### src/rtl/friet_c_stream_pack_in.sv
// Packs byte-sized input words into wide output blocks; a message end pads the
// block with zero words, and a two-stage fill/output structure keeps one word per cycle.
module friet_c_stream_pack_in #(
    parameter int DIN_WIDTH       = 32,
    parameter int DIN_SIZE_WIDTH  = 2,
    parameter int DOUT_WIDTH      = 128,
    parameter int DOUT_SIZE_WIDTH = 4
) (
    input  logic                       clk,
    input  logic                       rst,
    input  logic [DIN_WIDTH-1:0]       din,
    input  logic [DIN_SIZE_WIDTH:0]    din_size,
    input  logic                       din_last,
    input  logic                       din_valid,
    output logic                       din_ready,
    output logic [DOUT_WIDTH-1:0]      dout,
    output logic [DOUT_SIZE_WIDTH:0]   dout_size,
    output logic                       dout_last,
    output logic                       dout_valid,
    input  logic                       dout_ready,
    output logic [DOUT_SIZE_WIDTH-DIN_SIZE_WIDTH:0] fill_words,
    output logic                       out_occupied
);
    localparam int N  = DOUT_WIDTH / DIN_WIDTH;
    localparam int W  = DOUT_SIZE_WIDTH - DIN_SIZE_WIDTH;
    localparam int NB = DIN_WIDTH / 8;

    logic [DOUT_WIDTH-1:0]      fill_buf_reg, fill_buf_next;
    logic [DOUT_SIZE_WIDTH:0]   fill_bytes_reg, fill_bytes_next;
    logic [W:0]                 fill_words_reg, fill_words_next;
    logic                       fill_last_reg, fill_last_next;
    logic [DOUT_WIDTH-1:0]      out_buf_reg, out_buf_next;
    logic [DOUT_SIZE_WIDTH:0]   out_size_reg, out_size_next;
    logic                       out_last_reg, out_last_next;
    logic                       out_valid_reg, out_valid_next;

    logic [DIN_WIDTH-1:0]       din_masked;
    logic [DOUT_SIZE_WIDTH:0]   din_size_ext;
    logic                       fill_full, transfer, out_hs, in_hs;

    genvar gi;
    generate
        for (gi = 0; gi < NB; gi++) begin : g_mask
            assign din_masked[8*gi +: 8] =
                (din_size > (DIN_SIZE_WIDTH+1)'(gi)) ? din[8*gi +: 8] : 8'h00;
        end
    endgenerate

    assign din_size_ext = {{W{1'b0}}, din_size};
    assign fill_full    = (fill_words_reg == (W+1)'(N));
    assign out_hs       = out_valid_reg & dout_ready;
    assign transfer     = fill_full & (~out_valid_reg | dout_ready);
    // Gated by rst so the handshake drops the instant reset is asserted.
    assign din_ready    = ~rst & ((~fill_last_reg & ~fill_full) | transfer);
    assign in_hs        = din_valid & din_ready;

    always_comb begin
        fill_buf_next   = fill_buf_reg;
        fill_bytes_next = fill_bytes_reg;
        fill_words_next = fill_words_reg;
        fill_last_next  = fill_last_reg;
        if (in_hs) begin
            if (transfer) begin
                // The accepted word starts the freshly cleared fill stage.
                fill_buf_next   = {din_masked, {(DOUT_WIDTH-DIN_WIDTH){1'b0}}};
                fill_words_next = (W+1)'(1);
                fill_bytes_next = din_size_ext;
            end else begin
                fill_buf_next   = {din_masked, fill_buf_reg[DOUT_WIDTH-1:DIN_WIDTH]};
                fill_words_next = fill_words_reg + (W+1)'(1);
                fill_bytes_next = fill_bytes_reg + din_size_ext;
            end
            fill_last_next = din_last;
        end else if (transfer) begin
            fill_buf_next   = '0;
            fill_bytes_next = '0;
            fill_words_next = '0;
            fill_last_next  = 1'b0;
        end else if (fill_last_reg && !fill_full) begin
            fill_buf_next   = {{DIN_WIDTH{1'b0}}, fill_buf_reg[DOUT_WIDTH-1:DIN_WIDTH]};
            fill_words_next = fill_words_reg + (W+1)'(1);
        end
    end

    always_comb begin
        out_buf_next   = out_buf_reg;
        out_size_next  = out_size_reg;
        out_last_next  = out_last_reg;
        out_valid_next = out_valid_reg;
        if (transfer) begin
            out_buf_next   = fill_buf_reg;
            out_size_next  = fill_bytes_reg;
            out_last_next  = fill_last_reg;
            out_valid_next = 1'b1;
        end else if (out_hs) begin
            out_valid_next = 1'b0;
        end
    end

    always_ff @(posedge clk or posedge rst) begin
        if (rst) begin
            fill_buf_reg   <= '0;
            fill_bytes_reg <= '0;
            fill_words_reg <= '0;
            fill_last_reg  <= 1'b0;
            out_buf_reg    <= '0;
            out_size_reg   <= '0;
            out_last_reg   <= 1'b0;
            out_valid_reg  <= 1'b0;
        end else begin
            fill_buf_reg   <= fill_buf_next;
            fill_bytes_reg <= fill_bytes_next;
            fill_words_reg <= fill_words_next;
            fill_last_reg  <= fill_last_next;
            out_buf_reg    <= out_buf_next;
            out_size_reg   <= out_size_next;
            out_last_reg   <= out_last_next;
            out_valid_reg  <= out_valid_next;
        end
    end

    assign dout         = out_buf_reg;
    assign dout_size    = out_size_reg;
    assign dout_last    = out_last_reg;
    assign dout_valid   = out_valid_reg;
    assign out_occupied = out_valid_reg;
    assign fill_words   = fill_words_reg;
endmodule
### config.mk
export PLATFORM = sky130hd
export DESIGN_NAME = friet_c_stream_pack_in
export DESIGN_NICKNAME = d
export VERILOG_FILES = /design/src/rtl/friet_c_stream_pack_in.sv
export SDC_FILE = /design/constraint.sdc
export NUM_CORES = 1
export LEC_CHECK = 0
export ABC_AREA = 0
export CORE_AREA = 10 10 153 155
export DETAILED_ROUTE_END_ITERATION = 10
export DIE_AREA = 0 0 163 165
export DONT_BUFFER_PORTS = 1
export PLACE_DENSITY = 0.67
export SLEW_MARGIN = 20
export SYNTH_ARGS = -nofsm -noshare
export SYNTH_HDL_FRONTEND = slang
export SYNTH_SLANG_ARGS = --single-unit
### constraint.sdc
create_clock -name clk -period 14.3 [get_ports clk]
set_input_delay 2.86 -clock clk [delete_from_list [all_inputs] [get_ports clk]]
set_output_delay 2.86 -clock clk [all_outputs]
set_load 0.005 [all_outputs]
==> metrics.md <==
| Metric | Value |
|---|---|
| Final Hold Fails | 0 |
| I/O pin cnt | 180 |
| Pre-CTS setup slack | 7.55 ns |
| Hold Slack | 0.470 ns |
| Largest net degree at the start of global routing | 134 |
| Worst slew margin | 28.6% |
| Port bufs | 0 |
| Die W | about 160 µm |
| Worst VDD drop | slightly above 0.09 mV |
| Setup TNS Final | 0 ns |
| Vias in the first global route | 6,497 |
| Clock Skews | ~0.011 ns |
| Fmax | 0.150 GHz |
| First-pass GRT wire length | 38,100 µm |
| Sequential fraction of the synthesis area | 67.0% |
| Combinational fraction of design power | between 20% and 30% |
| Root buffer cell | clkbuf_16 |
| Routed wire per std cell | 20.1 µm |
| Mapped Cells | 923 |
| Max Buffers Root-to-Sink | 3 |
| Min Tclk post-route | 6.66 ns |
| Max Slew Vio Count | 0 |
| Static leakage | between 5 and 6 nW |
| Finished Cell Area | approximately 11,000 µm² |
| Max Cap Viol | 0 |
| Share of cells above drive strength 1 | 6.11% |
| Post-CTS Resized | 0 |
| Hold Crit Class | reg2reg |
| Synth unique cells | 34 |
| DP HPWL | 14,900 µm |
| Status | finished clean |
| Total Power | 2.43 mW |
| Final setup viols | 0 |
| Clk_lat worst skew | 0.52 ns |
| Area of placed instances | 10,300 µm² |
| GRT Total Usage | around 17% |
| Total clock sinks | 272 |
| Post-DR vias/cell | ~5.4 |
| Grt total ovfl | 0 |
| Hold buffer count at cts | 0 |
| Final WL | 23,800 µm |
| Antenna violations before repair | 0 |
| Die ar. | 26,900 µm² |
| CP bufs+invs | 1 |
| DR pass1 iterations | 4 |
| Crit path max-delay cell type | inv_8 |
| ANT nets after route | 0 |
| Number of synthesized register bits | 272 |
| CTS tree | done |
| NumNets Final | about 950 |
| Clock network fraction of design power | roughly 28% |
| Final worst setup slack | 7.64 ns |
| Die H | 165 µm |
| RePlAce Congestion | 0.759 |
| H-tree levels | 1 |
| RSZ-0062 raised after global routing | false |
| Initial Util | 50.4% |
| Mapped Area | between 10,000 and 15,000 µm² |
| Total number of vias | 6,451 |
| Syn_nets | 969 |
| Flop pwr share | 52.3% |
| PwrDens | 219 nW/µm² |
| Endpoint class of the critical path | primary output |
| Crit Path Category | in2out |
| Clock slew at reported path FFs | 0.06 ns |
| Row count | 52 |
| Tcrit/Tclk final | between 40% and 50% |
| TritonCTS Buffers | 27 |
| CP cell instances | inv_8 > and3_1 |
| Worst EP required | 11.44 ns |
| Post-CTS Setup Bufs | 0 |
| DRT iter0 DRCs | 446 |
| Int Power | between 1.5 and 2 mW |
| Syn Area/Cell | 11.0 µm² |
| Ys Warns | 0 |
| Antenna diodes | 0 |
| Crit-path leading delay family | buffers and inverters |
| Core region area | 20,200 µm² |
| Crit path launch type | input port |
| Worst EP arrival | around 3.8 ns |
| Net switching power | 0.839 mW |
| CP max FO | 133 |
| Sw frac | 34.5% |
| Worst Tran Pin Value | 1.07 ns |
| Crit path largest cell delay | 0.52 ns |
| Area growth syn-to-layout | 9.32% |
| DR DRC count | 0 |
[power by group through the flow]
stage               Clock, mW  Sequential (mW)  Combinational [mW]
global placement            0             1.29               0.484
global route            0.715             1.31               0.565
finish                  0.668             1.27               0.492
detailed placement          0             1.29               0.500
floorplan                   0             1.19               0.422
CTS                     0.682             1.28               0.500
[cell type report]
| cell class | instances | area, µm² |
|---|---|---|
| inverters | 5 | 26.3 |
| well taps | 270 | 338 |
| fillers | 1763 | 9060 |
| clock inverters | 7 | 62.6 |
| repair buffers | 7 | 52.6 |
| multi-input cells | 586 | 3060 |
| clock buffers | 39 | 761 |
| flip-flops and latches | 272 | 6810 |
[cells in the mapped netlist]
master / number / area, µm²
nand2_1: 408 / 1530
dfrtp_1: 272 / 6810
a22o_1: 127 / 1110
buf_2: 31 / 155
clkbuf_1: 22 / 82.6
a21oi_1: 7 / 35.0
ha_1: 5 / 62.6
inv_1: 5 / 18.8
buf_6: 4 / 45.0
nor2_1: 4 / 15.0
o21ai_0: 4 / 20.0
buf_4: 3 / 22.5
mux2i_1: 3 / 30.0
and2_4: 2 / 17.5
and3_1: 2 / 12.5
nand3_1: 2 / 10.0
o21a_1: 2 / 15.0
o221a_2: 2 / 22.5
o22ai_1: 2 / 12.5
o31a_1: 2 / 17.5
a21bo_2: 1 / 10.0
a21o_1: 1 / 7.51
a21oi_2: 1 / 8.76
and2_1: 1 / 6.26
fa_1: 1 / 20.0
nand2b_1: 1 / 6.26
nand4b_1: 1 / 8.76
nor2b_1: 1 / 6.26
nor3_1: 1 / 5.00
nor4_1: 1 / 6.26
o31ai_1: 1 / 7.51
or3_1: 1 / 6.26
xnor2_1: 1 / 8.76
xor2_1: 1 / 8.76
[per-layer routing]
metal,GRT usage (%),vias to the layer above,wire [µm]
met4,3.44,0,317
met3,5.97,28,2080
li1,-,3012,-
met1,23.3,3257,10300
met5,0,-,0
met2,27.4,154,11100
[path summary, 6_finish.rpt]
check	cells after the start	endpoint	slack [ns]	startpoint
max in group asynchronous	2	fill_buf_reg[1]	10.40	rst
max	2	din_ready	7.64	rst
min	2	dout[24]	0.47	fill_buf_reg[24]
min reg2reg	2	dout[24]	0.47	fill_buf_reg[24]
max reg2reg	7	fill_bytes_reg[2]	11.39	fill_words[1]
min in group asynchronous	1	dout[68]	2.33	rst
[metrics by stage]
stage | std cells | util [%]
after floorplan | 923 | -
after global placement | 1140 | 51.0
after detailed placement | 1140 | 51.0
after CTS | 1186 | 55.1
after global routing | 1186 | 55.1
final | 1186 | 55.1
[cell families (layout without fill, tap and decap cells)]
kind of cell / count (synthesis) / count (layout) / synth area share (%)
AND/OR/NAND/NOR: 425 / 425 / 16.1
XOR/XNOR: 2 / 2 / 0.172
flip-flops: 272 / 272 / 67.0
multiplexers: 3 / 3 / 0.296
adder cells (fa/ha/maj): 6 / 6 / 0.813
AO/OA/AOI/OAI: 150 / 150 / 12.5
buffers and inverters: 65 / 58 / 3.19
[cell usage in the layout, fill, tap and decap left out, types with 2 or more instances in the layout]
cell / synthesis / final
nand3_1: 2 / 2
ha_1: 5 / 5
clkbuf_16: 0 / 27
clkbuf_1: 22 / 8
a22o_1: 127 / 127
inv_1: 5 / 4
mux2i_1: 3 / 3
o221a_2: 2 / 2
nor2_1: 4 / 4
o22ai_1: 2 / 2
buf_4: 3 / 7
and3_1: 2 / 2
a21oi_1: 7 / 7
nand2_1: 408 / 407
and2_4: 2 / 3
dfrtp_1: 272 / 272
clkbuf_8: 0 / 4
clkinv_2: 0 / 5
o21ai_0: 4 / 4
o31a_1: 2 / 2
Note: power is estimated with default switching activity, not from simulation.
